[config.mk]
export PLATFORM = sky130hd
export DESIGN_NAME = sfx_tone_sequencer
export DESIGN_NICKNAME = d
export VERILOG_FILES = /design/src/rtl/sfx_tone_sequencer.sv
export SDC_FILE = /design/constraint.sdc
export NUM_CORES = 1
export LEC_CHECK = 0
export CAP_MARGIN = 40
export CORE_UTILIZATION = 40
export CTS_BUF_LIST = sky130_fd_sc_hd__clkbuf_4 sky130_fd_sc_hd__clkbuf_8
export CTS_CLUSTER_DIAMETER = 30
export DETAILED_ROUTE_END_ITERATION = 6
export SLEW_MARGIN = 20
export SYNTH_ARGS = -nofsm -noshare
export SYNTH_HDL_FRONTEND = slang
export SYNTH_SLANG_ARGS = --single-unit
[constraint.sdc]
create_clock -name CLOCK_50 -period 5.7 [get_ports CLOCK_50]
set_input_delay 0.855 -clock CLOCK_50 [delete_from_list [all_inputs] [get_ports CLOCK_50]]
set_output_delay 0.855 -clock CLOCK_50 [all_outputs]
set_load 0.02 [all_outputs]
[src/rtl/sfx_tone_sequencer.sv]
// rtl/sfx_tone_sequencer.sv - ROM-driven square-wave sound-effect sequencer with saturating mix
module sfx_tone_sequencer #(
    parameter int ADDR_W     = 16,
    parameter int HP_W       = 19,
    parameter int SAMPLE_W   = 32,
    parameter int AMPLITUDE  = 10000000,
    parameter int NOTE_TICKS = 400000,
    parameter int ROM_LAT    = 2
) (
    input  logic                       CLOCK_50,
    input  logic                       reset,
    input  logic                       trigger,
    input  logic                       stop,
    input  logic [ADDR_W-1:0]          start_addr,
    input  logic [ADDR_W-1:0]          end_addr,
    input  logic                       loop_en,
    input  logic [2:0]                 atten,
    output logic [ADDR_W-1:0]          rom_addr,
    input  logic [HP_W-1:0]            rom_q,
    input  logic signed [SAMPLE_W-1:0] mix_in,
    output logic signed [SAMPLE_W-1:0] mix_out,
    output logic                       busy,
    output logic                       done
);

    localparam int NOTE_W = (NOTE_TICKS > 1) ? $clog2(NOTE_TICKS) : 1;
    localparam int LAT_W  = (ROM_LAT > 1) ? $clog2(ROM_LAT) : 1;
    localparam logic [NOTE_W-1:0] NOTE_LAST = NOTE_W'(NOTE_TICKS - 1);
    localparam logic [LAT_W-1:0]  LAT_LAST  = LAT_W'(ROM_LAT - 1);
    localparam logic signed [SAMPLE_W-1:0] AMP     = SAMPLE_W'(AMPLITUDE);
    localparam logic signed [SAMPLE_W-1:0] SAT_MAX = {1'b0, {(SAMPLE_W-1){1'b1}}};
    localparam logic signed [SAMPLE_W-1:0] SAT_MIN = {1'b1, {(SAMPLE_W-1){1'b0}}};

    typedef enum logic [1:0] {
        S_IDLE  = 2'd0,
        S_FETCH = 2'd1,
        S_PLAY  = 2'd2,
        S_DONE  = 2'd3
    } state_t;

    state_t               state_q;
    logic [ADDR_W-1:0]    rom_addr_q;
    logic [ADDR_W-1:0]    start_q;
    logic [ADDR_W-1:0]    end_q;
    logic                 loop_q;
    logic [2:0]           atten_q;
    logic [LAT_W-1:0]     fetch_cnt_q;
    logic [NOTE_W-1:0]    note_cnt_q;
    logic [HP_W-1:0]      tone_cnt_q;
    logic [HP_W-1:0]      hp_q;
    logic                 phase_q;
    logic                 busy_q;
    logic                 done_q;
    logic signed [SAMPLE_W-1:0] mix_out_q;

    logic                       sounding_d;
    logic signed [SAMPLE_W-1:0] amp_d;
    logic signed [SAMPLE_W-1:0] tone_d;
    logic signed [SAMPLE_W:0]   sum_d;
    logic signed [SAMPLE_W-1:0] mix_out_d;

    assign rom_addr = rom_addr_q;
    assign mix_out  = mix_out_q;
    assign busy     = busy_q;
    assign done     = done_q;

    // The square wave keeps running through FETCH so note changes do not click.
    assign sounding_d = (state_q == S_FETCH) || (state_q == S_PLAY);
    assign amp_d      = AMP >>> atten_q;

    always_comb begin
        tone_d = '0;
        if (sounding_d && (hp_q != '0)) begin
            tone_d = phase_q ? amp_d : -amp_d;
        end
    end

    always_comb begin
        sum_d     = {mix_in[SAMPLE_W-1], mix_in} + {tone_d[SAMPLE_W-1], tone_d};
        mix_out_d = sum_d[SAMPLE_W-1:0];
        if (sum_d[SAMPLE_W] != sum_d[SAMPLE_W-1]) begin
            mix_out_d = sum_d[SAMPLE_W] ? SAT_MIN : SAT_MAX;
        end
    end

    always_ff @(posedge CLOCK_50 or posedge reset) begin
        if (reset) begin
            mix_out_q <= '0;
        end else begin
            mix_out_q <= mix_out_d;
        end
    end

    always_ff @(posedge CLOCK_50 or posedge reset) begin
        if (reset) begin
            state_q     <= S_IDLE;
            rom_addr_q  <= '0;
            start_q     <= '0;
            end_q       <= '0;
            loop_q      <= 1'b0;
            atten_q     <= '0;
            fetch_cnt_q <= '0;
            note_cnt_q  <= '0;
            tone_cnt_q  <= '0;
            hp_q        <= '0;
            phase_q     <= 1'b0;
            busy_q      <= 1'b0;
            done_q      <= 1'b0;
        end else begin
            done_q <= 1'b0;

            // A rest (hp == 0) freezes the phase generator.
            if (sounding_d && (hp_q != '0)) begin
                if (tone_cnt_q == hp_q) begin
                    tone_cnt_q <= '0;
                    phase_q    <= ~phase_q;
                end else begin
                    tone_cnt_q <= tone_cnt_q + 1'b1;
                end
            end

            if (stop) begin
                state_q <= S_IDLE;
                busy_q  <= 1'b0;
            end else if (trigger) begin
                if ((state_q == S_IDLE) || (state_q == S_DONE)) begin
                    hp_q <= '0;
                end
                start_q     <= start_addr;
                end_q       <= end_addr;
                loop_q      <= loop_en;
                atten_q     <= atten;
                rom_addr_q  <= start_addr;
                fetch_cnt_q <= '0;
                state_q     <= S_FETCH;
                busy_q      <= 1'b1;
            end else begin
                case (state_q)
                    S_FETCH: begin
                        if (fetch_cnt_q == LAT_LAST) begin
                            hp_q       <= rom_q;
                            note_cnt_q <= '0;
                            tone_cnt_q <= '0;
                            phase_q    <= 1'b1;
                            state_q    <= S_PLAY;
                        end else begin
                            fetch_cnt_q <= fetch_cnt_q + 1'b1;
                        end
                    end
                    S_PLAY: begin
                        if (note_cnt_q == NOTE_LAST) begin
                            if (rom_addr_q != end_q) begin
                                rom_addr_q  <= rom_addr_q + 1'b1;
                                fetch_cnt_q <= '0;
                                state_q     <= S_FETCH;
                            end else if (loop_q) begin
                                rom_addr_q  <= start_q;
                                fetch_cnt_q <= '0;
                                state_q     <= S_FETCH;
                            end else begin
                                state_q <= S_DONE;
                                busy_q  <= 1'b0;
                                done_q  <= 1'b1;
                            end
                        end else begin
                            note_cnt_q <= note_cnt_q + 1'b1;
                        end
                    end
                    S_DONE: begin
                        state_q <= S_IDLE;
                    end
                    default: begin
                        state_q <= S_IDLE;
                    end
                endcase
            end
        end
    end

endmodule
# --- After elaboration in Yosys (flattened, before gate mapping) ---
# Cells that the tools add are included.
totals:
  register_bits: 147
  inputBits: 91
classes:
  n_addsub: 6
  n_eq_ne: 16
  n_shift: 1
  muxes: 53
  bitwise_logic: 3
  reduce_logical: 21
ops:
  columns: ["op", "n"]
  rows:
  - ["$mux 19", 12]
  - ["$mux 32", 4]
  - ["$mux 16", 5]
  - ["$add 19x1->19 const B", 2]
  - ["$pmux 19 s2", 1]
  - ["$add 32x32->33", 1]
  - ["$neg 32->32", 1]
  - ["$sshr 25x3->32 const A", 1]
  - ["$mux 1", 23]
  - ["$eq 19x19->1", 1]
  - ["$eq 19x19->1 const B", 1]
  - ["$reduce_bool 19->1", 1]
  - ["$add 16x1->16 const B", 1]
  - ["$ne 16x16->1", 1]
  - ["$reduce_and 4->1", 4]
  - ["$mux 2", 6]
  - ["$reduce_bool 3->1", 4]
  - ["$reduce_bool 2->1", 5]
  - ["$ne 4x3->1 const B", 2]
  - ["$ne 3x3->1 const B", 2]
  - ["$reduce_and 5->1", 1]
  - ["$eq 2x2->1 const B", 2]
  - ["$ne 2x2->1 const B", 2]
  - ["$ne 4x4->1 const B", 1]
  - ["other kinds (12)", 16]

# --- Logic depth before layout (Yosys ltp) ---
# Gate-level depths: netlist (run 1).
depth:
  ltp_word: 8
  depth_mapped: 19
  depth_no_buf: 17

# --- Worst setup path after synthesis (run 1) ---
# Ideal clock, no wire load.
synth_timing:
  kind: "flip-flop to flip-flop"
  start: "register hp_q[10]"
  end: "register mix_out_q[0] (netlist: mix_out[0])"
  arrival_ns: 4.148
  required_ns: 5.569
  slack_ns: 1.421
  stages_incl_launch_ff: 17
  path_buffers: 3
  cell_sequence: "dfrtp_1 -> or4_1 -> nor2_1 -> a31o_2 -> clkbuf_1 -> clkbuf_1 -> nor2_1 -> ha_1 -> a21oi_1 -> o21ai_0 -> a211oi_1 -> o21ai_2 -> a41oi_2 -> o31ai_4 -> xor2_2 -> buf_6 -> maj3_1"
synth_between:
  elab_chain_len: 6
  word_cells_on_any_way: 7
  classes_between: "add/sub: 1; eq/ne: 1; mux: 3; reduce/logical: 2"
synth_rtl:
  columns: ["item", "line_no", "text"]
  rows:
  - ["start, declared", "50", "logic [HP_W-1:0] hp_q;"]
  - ["start signal, assigned", "141", "hp_q <= rom_q;"]
  - ["$reduce_bool 19->1 *", "73", "if (sounding_d && (hp_q != '0)) begin"]
  - ["$logic_and 1x1->1 *", "73", null]
  - ["$mux 32 *", "73", null]
  - ["$add 32x32->33 *", "79", "sum_d = {mix_in[SAMPLE_W-1], mix_in} + {tone_d[SAMPLE_W-1], tone_d};"]
  - ["$mux 32 or $ne 1x1->1 (tied branches)", "82, 81", null]
  - ["$mux 32 *", "81", "if (sum_d[SAMPLE_W] != sum_d[SAMPLE_W-1]) begin"]
  - ["named net mix_out_d[0]", "60", "logic signed [SAMPLE_W-1:0] mix_out_d;"]
  - ["end signal, assigned", "90", "mix_out_q <= mix_out_d;"]
  - ["end, declared", "54", "logic signed [SAMPLE_W-1:0] mix_out_q;"]
# Mark *: on every way through the listed nets, which the timed path passes. The rest lies on a longest branch.
# A chain may end at the register's enable or synchronous reset.

# --- Worst setup path in the final report (run 1) ---
layout_timing:
  start: "register hp_q[13]"
  end: "register mix_out_q[3] (netlist: mix_out[3])"
# The elaborated chain is that of the path after synthesis.

==> impl_results.md, run 1 <==
- Register area share after synthesis: 38.9%
- CP Capture Type: flop
- Setup Skew: 15.0 ps
- HP Class: reg2reg
- Leak: 4.93 nW
- Via count: 7649
- Post-synth top area share: 38.9%
- Psw: 1.50 mW
- Clock Path Buffers: 2
- Largest family of logic cells by synthesized area: simple AND/OR/NAND/NOR gates
- Reg2reg end: mix_out[3]
- Worst EP arrival: 5000 ps
- Clock power frac: 20.8%
- Setup TNS: 0 ps
- Combinational group share of total power: 43.0%
- DR pass1 iterations: 5
- Mean Syn Cell Area: 9.21 sq um
- Multiplexer area fraction after synthesis: 4.97%
- Detailed Route WL: 23100 um
- Period utilization: 82.1%
- Post-synth EDFFs: 0
- Post-synth top flop: dfrtp_1
- DP Worst Slack: 1030 ps
- Grt ovf: 0
- Clk_lat worst skew: 450 ps
- FILL cells: 2179
- Die Y: 156 um
- Setup crit start kind: flop
- PwrDens: 337 nW/um^2
- Simple-gate share of the synthesized area: 17.0%
- Num CTS Buffers: 17
- Core Region: 22900 sq um
- Initial antenna violation count: 0
- Synth Area in Adders: 9.09%
- Crit path time final: 4680 ps
- Slew Limit Fails: 0
- Yosys cell types: 59
- I/O pins: 141
- Register share of total power: 36.2%
- RSZ-0062 raised after global routing: false
- Worst Hold Depth: 1
- Post-route ant nets: 0
- First-pass GRT wire length: 37800 um
- Worst hold start: start_q[15]
- Syn Inst Count: 1025
- Placer congestion estimate: 0.850
- Syn nets: 1162
- # setup viols final: 0
- Vias in the first global route: 7395
- Cell Area, Synth: 9450 sq um
- FF-to-FF setup slack: 1020 ps
- IO Port Bufs: 140
- Chip Width: 156 um
- Async SR Flop Fraction: 100%
- CTS tree: built
- Post-CTS setup buffers: 0
- Area leader, netlist: dfrtp_1
- Rows: 55
- # nets final: 1289
- Clock Tree Root: clkbuf_8
- Peak VDD IR: 0.152 mV
- Largest fanout on the critical path: 25
- Initial cell density of the core: 41.2%
- Max_slew headroom: 48.8%
- Final hold violations: 0
- Xor/xnor share of the synthesized area: 12.7%
- Max Cap Viol: 0
- CTS H-tree depth: 4
- Share of layout cells above drive strength 1: 10.4%
- YS warnings: 0
- Hold Path Sink: start_q[15]
- Outcome: finished clean
- Initial drt markers: 450
- Clk sink count: 147
- Total track usage: 19.5%
- Reg-to-Reg Start: hp_q[13]
- PostCTS Resize Cnt: 0
- Number of synthesized register bits: 147
- Clock transition at path regs: 100 ps
- Top cells by area, synth: dfrtp_1, xor2_1, ha_1
- Cell Int Power: 2.41 mW
- Detailed Place HPWL: 17100 um
- Vias/cell: 5.17
- Worst-case reg-to-reg path depth: 15
- Synth Area in Compound Gates: 14.3%
- DRC Markers: 0
- Area growth syn-to-layout: 22.8%
- CTS Hold Bufs: 0
- F_max: 0.214 GHz
- Setup WS post-layout: 1020 ps
- Final hold slack: 518 ps
- Die ar.: 24200 sq um
- Pin count of the biggest net entering global routing: 68
- CP Data Required Time: 6030 ps
- CP Class: reg2reg
- DR WL/cell: 15.6 um
- Switching share of total power: 38.4%
- Worst-Margin Slew: 767 ps
[synthesized netlist by cell type, drive strengths merged, types with 7 or more instances]
master	count
a31oi	9
ha	45
a21o	13
and3	17
nor3	16
clkbuf	36
dfrtp	147
nor2	124
o21ai	52
inv	22
o211ai	9
a211oi	16
o31ai	7
nand4	19
a21oi	69
nor4	7
nand3	32
mux2	36
xor2	72
xnor2	64
nand2	103
o22ai	7
or4	7
buf	10
maj3	25
[per-layer routing]
| layer | share of wire [%] | global-route usage [%] | vias to the layer above |
|---|---|---|---|
| met5 | 0 | 0 | - |
| met4 | 0.64 | 3.73 | 0 |
| met3 | 4.1 | 4.00 | 9 |
| met2 | 47 | 31.5 | 143 |
| met1 | 48 | 27.1 | 3650 |
| li1 | - | - | 3847 |
[placed cells by master, fill, tap and decap left out, types with 4 or more instances in the layout]
cell	instances
nand2b_1	5
o211ai_1	9
or3_1	6
inv_1	21
o31ai_1	6
and3_1	17
and2_1	4
or4_1	7
nand2_1	103
o21bai_1	5
nor3_1	16
nand4_1	19
a31oi_1	9
a211oi_1	16
maj3_1	5
clkdlybuf4s50_1	140
nor4_1	6
nand3_1	32
dfrtp_1	147
buf_4	9
o22ai_1	7
inv_6	4
o21a_1	6
maj3_2	20
nor2_1	122
a21oi_1	69
o21ai_0	50
a21o_1	13
mux2_2	35
xor2_1	71
clkbuf_8	17
ha_1	45
xnor2_1	64
mux2i_1	6
[area by class of cell]
| class | instances | area (sq um) | share of cell area, % |
|---|---|---|---|
| multi-input combinational | 810 | 5490 | 47.3 |
| inverter | 22 | 87.6 | 0.755 |
| clock inverter | 15 | 146 | 1.26 |
| clock buffer | 17 | 234 | 2.02 |
| timing repair buffer | 154 | 1570 | 13.5 |
| antenna | 1 | 2.50 | 0.0216 |
| sequential | 147 | 3680 | 31.7 |
| tap | 313 | 392 | 3.38 |
[stage by stage]
step	area, sq um	instances	power (mW)	utilization, %
4_1_cts	11600	1477	3.95	50.5
3_5_place_dp	11200	1445	3.12	48.9
2_1_floorplan	9450	1025	2.55	-
6_report	11600	1479	3.91	50.6
3_3_place_gp	11100	1441	3.10	48.5
5_1_grt	11600	1478	4.16	50.6
[worst max-delay path: stages, from the launching register on]
cell and delay [ps]:
dfrtp_1 410, or4_1 550, nor2_1 160, a31o_2 360, buf_4 290, nor2_1 80
ha_1 340, a21oi_1 320, o21ai_0 140, a211oi_1 450, o21ai_2 150, a41oi_2 370
o31ai_4 140, xor2_2 150, buf_4 240, maj3_1 380
[power groups by stage]
stage	combinational, mW	clock (mW)	sequential (mW)
global route	1.84	0.878	1.44
finish	1.68	0.815	1.41
floorplan	1.00	0	1.55
detailed placement	1.68	0	1.44
global placement	1.66	0	1.44
CTS	1.69	0.839	1.42
[logic make-up (layout without fill, tap and decap cells)]
| group | count (synthesis) | in the layout |
|---|---|---|
| AOI/OAI and AO/OA | 210 | 210 |
| xor gates and xnor gates | 136 | 136 |
| adders and majority gates | 71 | 71 |
| buffers and inverters | 68 | 208 |
| DFF | 147 | 147 |
| muxes | 42 | 42 |
| other | 0 | 1 |
| and+or+nand+nor | 351 | 351 |
[flip-flops by register name, indices dropped and copies added, names as in the netlist]
signal and cells:
atten_q 3, busy 1, done 1, end_q 16, fetch_cnt_q 1, hp_q 19, loop_q 1, mix_out 32
note_cnt_q 19, phase_q 1, rom_addr 16, start_q 16, state_q 2, tone_cnt_q 19
[worst max path at each step]
stage	start	end	slack (ps)	depth (start not counted)
floorplan	reset	atten_q[0]	890	1
global placement	atten_q[1]	mix_out[1]	1170	16
detailed placement	atten_q[1]	mix_out[27]	1030	17
CTS	atten_q[1]	mix_out[0]	1010	16
global route	hp_q[13]	mix_out[2]	670	15
finish	hp_q[13]	mix_out[3]	1020	15
(Power assumes the default switching activity.)
==> inputs of run 2 (changes only) <==
clock period = 4.48 ns   (was 5.7 ns; I/O delays follow)
==> impl_results.md, run 2 (synthesized netlist as in run 1, its figures left out) <==
- Outcome: finished clean
- Crit path time final: 4330 ps
- PwrDens: 435 nW/um^2
- CP Capture Type: flop
- Vias/cell: 5.20
- CP Launch Point: hp_q[17]
- Clock Path Buffers: 2
- F_max: 0.231 GHz
- Leak: 5.08 nW
- Period utilization: 96.8%
- DR pass1 iterations: 5
- Clock Tree Root: clkbuf_8
- Chip Width: 156 um
- Initial cell density of the core: 41.2%
- Crit path top cell by count: a31o_4
- Clock transition at path regs: 100 ps
- Max reg flops: 32
- Clk sink count: 147
- Cell Chain, Critical Path: or4_1, nor2_4, a31o_4, buf_4, a211oi_1, ha_1, a21o_1, a221o_1, a31o_4, a2111oi_4, o211ai_1, mux2_4, maj3_1
- Total track usage: 19.7%
- Final hold violations: 0
- Worst-Margin Slew: 804 ps
- I/O pins: 141
- DR WL/cell: 15.8 um
- Area growth syn-to-layout: 26.3%
- IO Port Bufs: 140
- Worst hold start: start_q[12]
- Initial antenna violation count: 1
- Pin count of the biggest net entering global routing: 148
- Initial drt markers: 425
- First-pass GRT wire length: 38100 um
- Die Y: 156 um
- Vias in the first global route: 7453
- DRC Markers: 0
- Peak VDD IR: 0.189 mV
- Most frequent cells in the layout: dfrtp_1, clkdlybuf4s50_1, nor2_1
- Worst EP arrival: 4670 ps
- Slowest stage cell, crit path: or4_1
- CP Class: reg2reg
- CTS H-tree depth: 4
- Setup Skew: 19.5 ps
- Via count: 7836
- Buf/Inv on CP: 1
- Post-route ant nets: 0
- Core Region: 22900 sq um
- Detailed Place HPWL: 17000 um
- Dpl cells: 1460
- Placer congestion estimate: 0.848
- CP Data Required Time: 4810 ps
- Share of layout cells above drive strength 1: 14.0%
- Max Cap Viol: 0
- Die ar.: 24200 sq um
- Num CTS Buffers: 17
- Placed inst area: 11300 sq um
- # nets final: 1316
- Clk_lat worst skew: 460 ps
- Top Family by Delay on Critical Path: compound AO/OA/AOI/OAI gates
- Overall power: 5.19 mW
- Post-route insts no fill: 1506
- Detailed Route WL: 23800 um
- # setup viols final: 0
- Worst path max stage delay: 580 ps
- Most common cell after layout, fill and taps aside: dfrtp_1
- Grt ovf: 0
- Setup crit start kind: flop
- CTS tree: built
- Design area: 11900 sq um
- HP Class: reg2reg
- Largest fanout on the critical path: 7
- Reg-to-Reg Start: hp_q[17]
- Slew Limit Fails: 0
- Rows: 55
- Max_slew headroom: 46.4%
run 2: cell types whose count changed in the layout (fill, tap and decap cells not counted), moves of 3 or more:
| cell | delta |
|---|---|
| buf_4 | +24 |
| clkinv_2 | -3 |
| ha_1 | -4 |
| nor2_1 | -3 |
| ha_2 | +4 |
run 2: power by group:
part	internal [mW]	switching [mW]	total, mW	leakage, nW
sequential	1.59	0.197	1.79	1.82
combinational	1.10	1.18	2.27	3.04
clock	0.524	0.605	1.13	0.212
total	3.21	1.98	5.19	5.08
run 2: routing by layer:
layer	share of wire, %	up-vias	GRT usage, %
met2	47	151	31.4
met3	3.9	19	3.81
met5	0	-	0
met4	1.1	0	4.76
met1	48	3745	27.3
li1	-	3921	-
run 2: stage by stage:
step | hold slack (ps) | setup TNS (ps) | worst slack [ps] | util, %
after floorplan | 480 | 0 | 201 | -
after detailed placement | 494 | 0 | 80.6 | 49.3
after global placement | 488 | 0 | 103 | 49.2
after CTS | 518 | 0 | 50.2 | 51.1
final | 516 | 0 | 146 | 52.1
after global routing | 536 | -65.8 | -22.6 | 52.1
run 2: final cells by class:
class	instances	area, sq um
Multi-Input combinational cell	814	5620
Fill cell	2172	11000
Timing Repair Buffer	177	1720
Antenna cell	1	2.50
Tap cell	313	392
Clock inverter	15	190
Clock buffer	17	234
Sequential cell	147	3680
Inverter	22	90.1
run 2: repair_timing:
item,in CTS,in global routing
setup buffers,0,9
hold buffers,0,0
gates resized for setup,0,28
endpoints found under the setup margin,0,32
run 2: worst paths after layout:
path / endpoint / depth (start not counted) / slack (ps)
worst max-delay path: mix_out[0] / 13 / 150
max in group asynchronous: state_q[1] / 3 / 3100
worst min-delay path: start_q[12] / 1 / 520
min in group asynchronous: tone_cnt_q[17] / 3 / 800
worst min register to register: start_q[12] / 1 / 520
worst max register to register: mix_out[0] / 13 / 150
==> inputs of run 3 (changes only) <==
ABC_CLOCK_PERIOD_IN_PS = 4480   (was unset)
CORE_ASPECT_RATIO = 0.8   (was unset)
==> impl_results.md, run 3 (synthesized netlist as in run 1, its figures left out) <==
- Outcome: complete, but fails checks
- CTS tree: built
- Period utilization: 97.7%
- Cell Chain, Critical Path: or4_1, nor2_4, a31oi_1, nand2_1, nor2_1, ha_1, fa_1, a211oi_2, o21bai_2, a31o_4, a2111oi_4, o211ai_1, buf_4, mux2_2, maj3_2
- CP Capture Type: flop
- DR WL/cell: 16.4 um
- Switching share of total power: 38.4%
- Worst EP arrival: 4700 ps
- PwrDens: 439 nW/um^2
- Leak: 5.08 nW
- Placer congestion estimate: 0.877
- Most frequent cells in the layout: dfrtp_1, clkdlybuf4s50_1, nor2_1
- Clk sink count: 147
- Pin count of the biggest net entering global routing: 148
- Most common cell after layout, fill and taps aside: dfrtp_1
- Cell Int Power: 3.22 mW
- Total track usage: 20.4%
- Initial cell density of the core: 41.4%
- I/O pins: 141
- Worst path max stage delay: 590 ps
- Final hold violations: 0
- CP Data Required Time: 4810 ps
- Core Util, Final: 52.2%
- Die Y: 139 um
- # nets final: 1317
- IO Port Bufs: 140
- Setup crit start kind: flop
- Grt ovf: 0
- Max Cap Viol: 0
- DRC Markers: 1
- Clk_lat worst skew: 460 ps
- Clock Path Buffers: 2
- DR pass1 iterations: 7
- Num CTS Buffers: 17
- Max reg flops: 32
- Initial antenna violation count: 1
- Max_slew headroom: 44.8%
- CTS H-tree depth: 4
- Peak VDD IR: 0.219 mV
- Via count: 7919
- Setup Skew: 24.9 ps
- HP Class: reg2reg
- Register share of total power: 34.5%
- Psw: 2.01 mW
- Share of layout cells above drive strength 1: 13.5%
- Combinational group share of total power: 44.0%
- Overall power: 5.22 mW
- Die ar.: 24200 sq um
- Clock transition at path regs: 90 ps
- Dpl cells: 1460
- Top Family by Delay on Critical Path: compound AO/OA/AOI/OAI gates
- Slowest stage cell, crit path: or4_1
- Buf/Inv on CP: 1
- Area growth syn-to-layout: 26.0%
- Post-route insts no fill: 1500
- F_max: 0.229 GHz
- CP Class: reg2reg
- Largest fanout on the critical path: 6
- Detailed Place HPWL: 17900 um
- Clock power frac: 21.5%
- Vias/cell: 5.28
- Chip Width: 174 um
- # setup viols final: 0
- Worst-Margin Slew: 829 ps
- Setup TNS: 0 ps
- Core Region: 22800 sq um
- Failing checks: design-rule violations
- Detailed Route WL: 24700 um
- Vias in the first global route: 7456
- Slew Limit Fails: 0
- First-pass GRT wire length: 39600 um
- Post-route ant nets: 0
- Initial drt markers: 544
- Rows: 49
- Crit path time final: 4380 ps
- Clock Tree Root: clkbuf_8
run 3: cell types whose count changed in the layout (fill, tap and decap cells not counted), sizes merged:
cell      before  now
a31o           5    4
clkinvlp       3    2
mux2          39   38
buf           37   40
clkinv         4    5
run 3: final timing paths:
| check | from | end | slack, ps | depth (start not counted) |
|---|---|---|---|---|
| hold / removal | start_q[10] | start_q[10] | 520 | 1 |
| max in group asynchronous | reset | atten_q[1] | 3020 | 3 |
| setup reg to reg | hp_q[10] | mix_out[15] | 100 | 15 |
| setup / recovery | hp_q[10] | mix_out[15] | 100 | 15 |
| hold reg to reg | start_q[10] | start_q[10] | 520 | 1 |
| min in group asynchronous | reset | mix_out[10] | 770 | 3 |
run 3: area by class of cell:
cell class / instances / area (sq um)
diodes: 1 / 2.50
clock buffers: 17 / 234
clock inverters: 15 / 193
fillers: 2155 / 10900
inverters: 22 / 86.3
multi-input cells: 812 / 5560
flip-flops and latches: 147 / 3680
well taps: 306 / 383
repair buffers: 180 / 1760
run 3: worst reg2reg max path, cell delays in order, from the launching register on:
cell	delay, ps
dfrtp_1	410
or4_1	590
nor2_4	170
a31oi_1	140
nand2_1	120
nor2_1	50
ha_1	210
fa_1	420
a211oi_2	220
o21bai_2	120
a31o_4	270
a2111oi_4	400
o211ai_1	270
buf_4	220
mux2_2	350
maj3_2	320
run 3: what timing repair did:
item | 4_1_cts | 5_1_grt
setup endpoints to repair | 0 | 32
hold buffers | 0 | 0
buffers inserted | 0 | 5
gates resized for setup | 0 | 16
run 3: per-stage QoR:
stage / hold WS [ps] / setup WS [ps] / instance area [sq um]
floorplan: 480 / 201 / 9450
global placement: 489 / 161 / 11300
detailed placement: 496 / 133 / 11400
CTS: 522 / 118 / 11800
global route: 531 / -16.3 / 11900
finish: 519 / 104 / 11900
run 3: metal layers:
metal  wire [um]  part of all wire [%]  up-vias  GRT usage [%]
met5           0                     0        -              0
met4         155                  0.63        0           3.69
met3        1220                   4.9       13           4.40
met2       10700                    44      166           29.6
met1       12600                    51     3827           31.1
li1            -                     -     3913              -
run 3: power by group through the flow:
| stage | combinational [mW] | sequential (mW) | clock, mW |
|---|---|---|---|
| final | 2.30 | 1.80 | 1.12 |
| after floorplan | 1.28 | 1.97 | 0 |
| after global placement | 2.22 | 1.83 | 0 |
| after CTS | 2.25 | 1.81 | 1.16 |
| after global routing | 2.50 | 1.84 | 1.22 |
| after detailed placement | 2.24 | 1.83 | 0 |
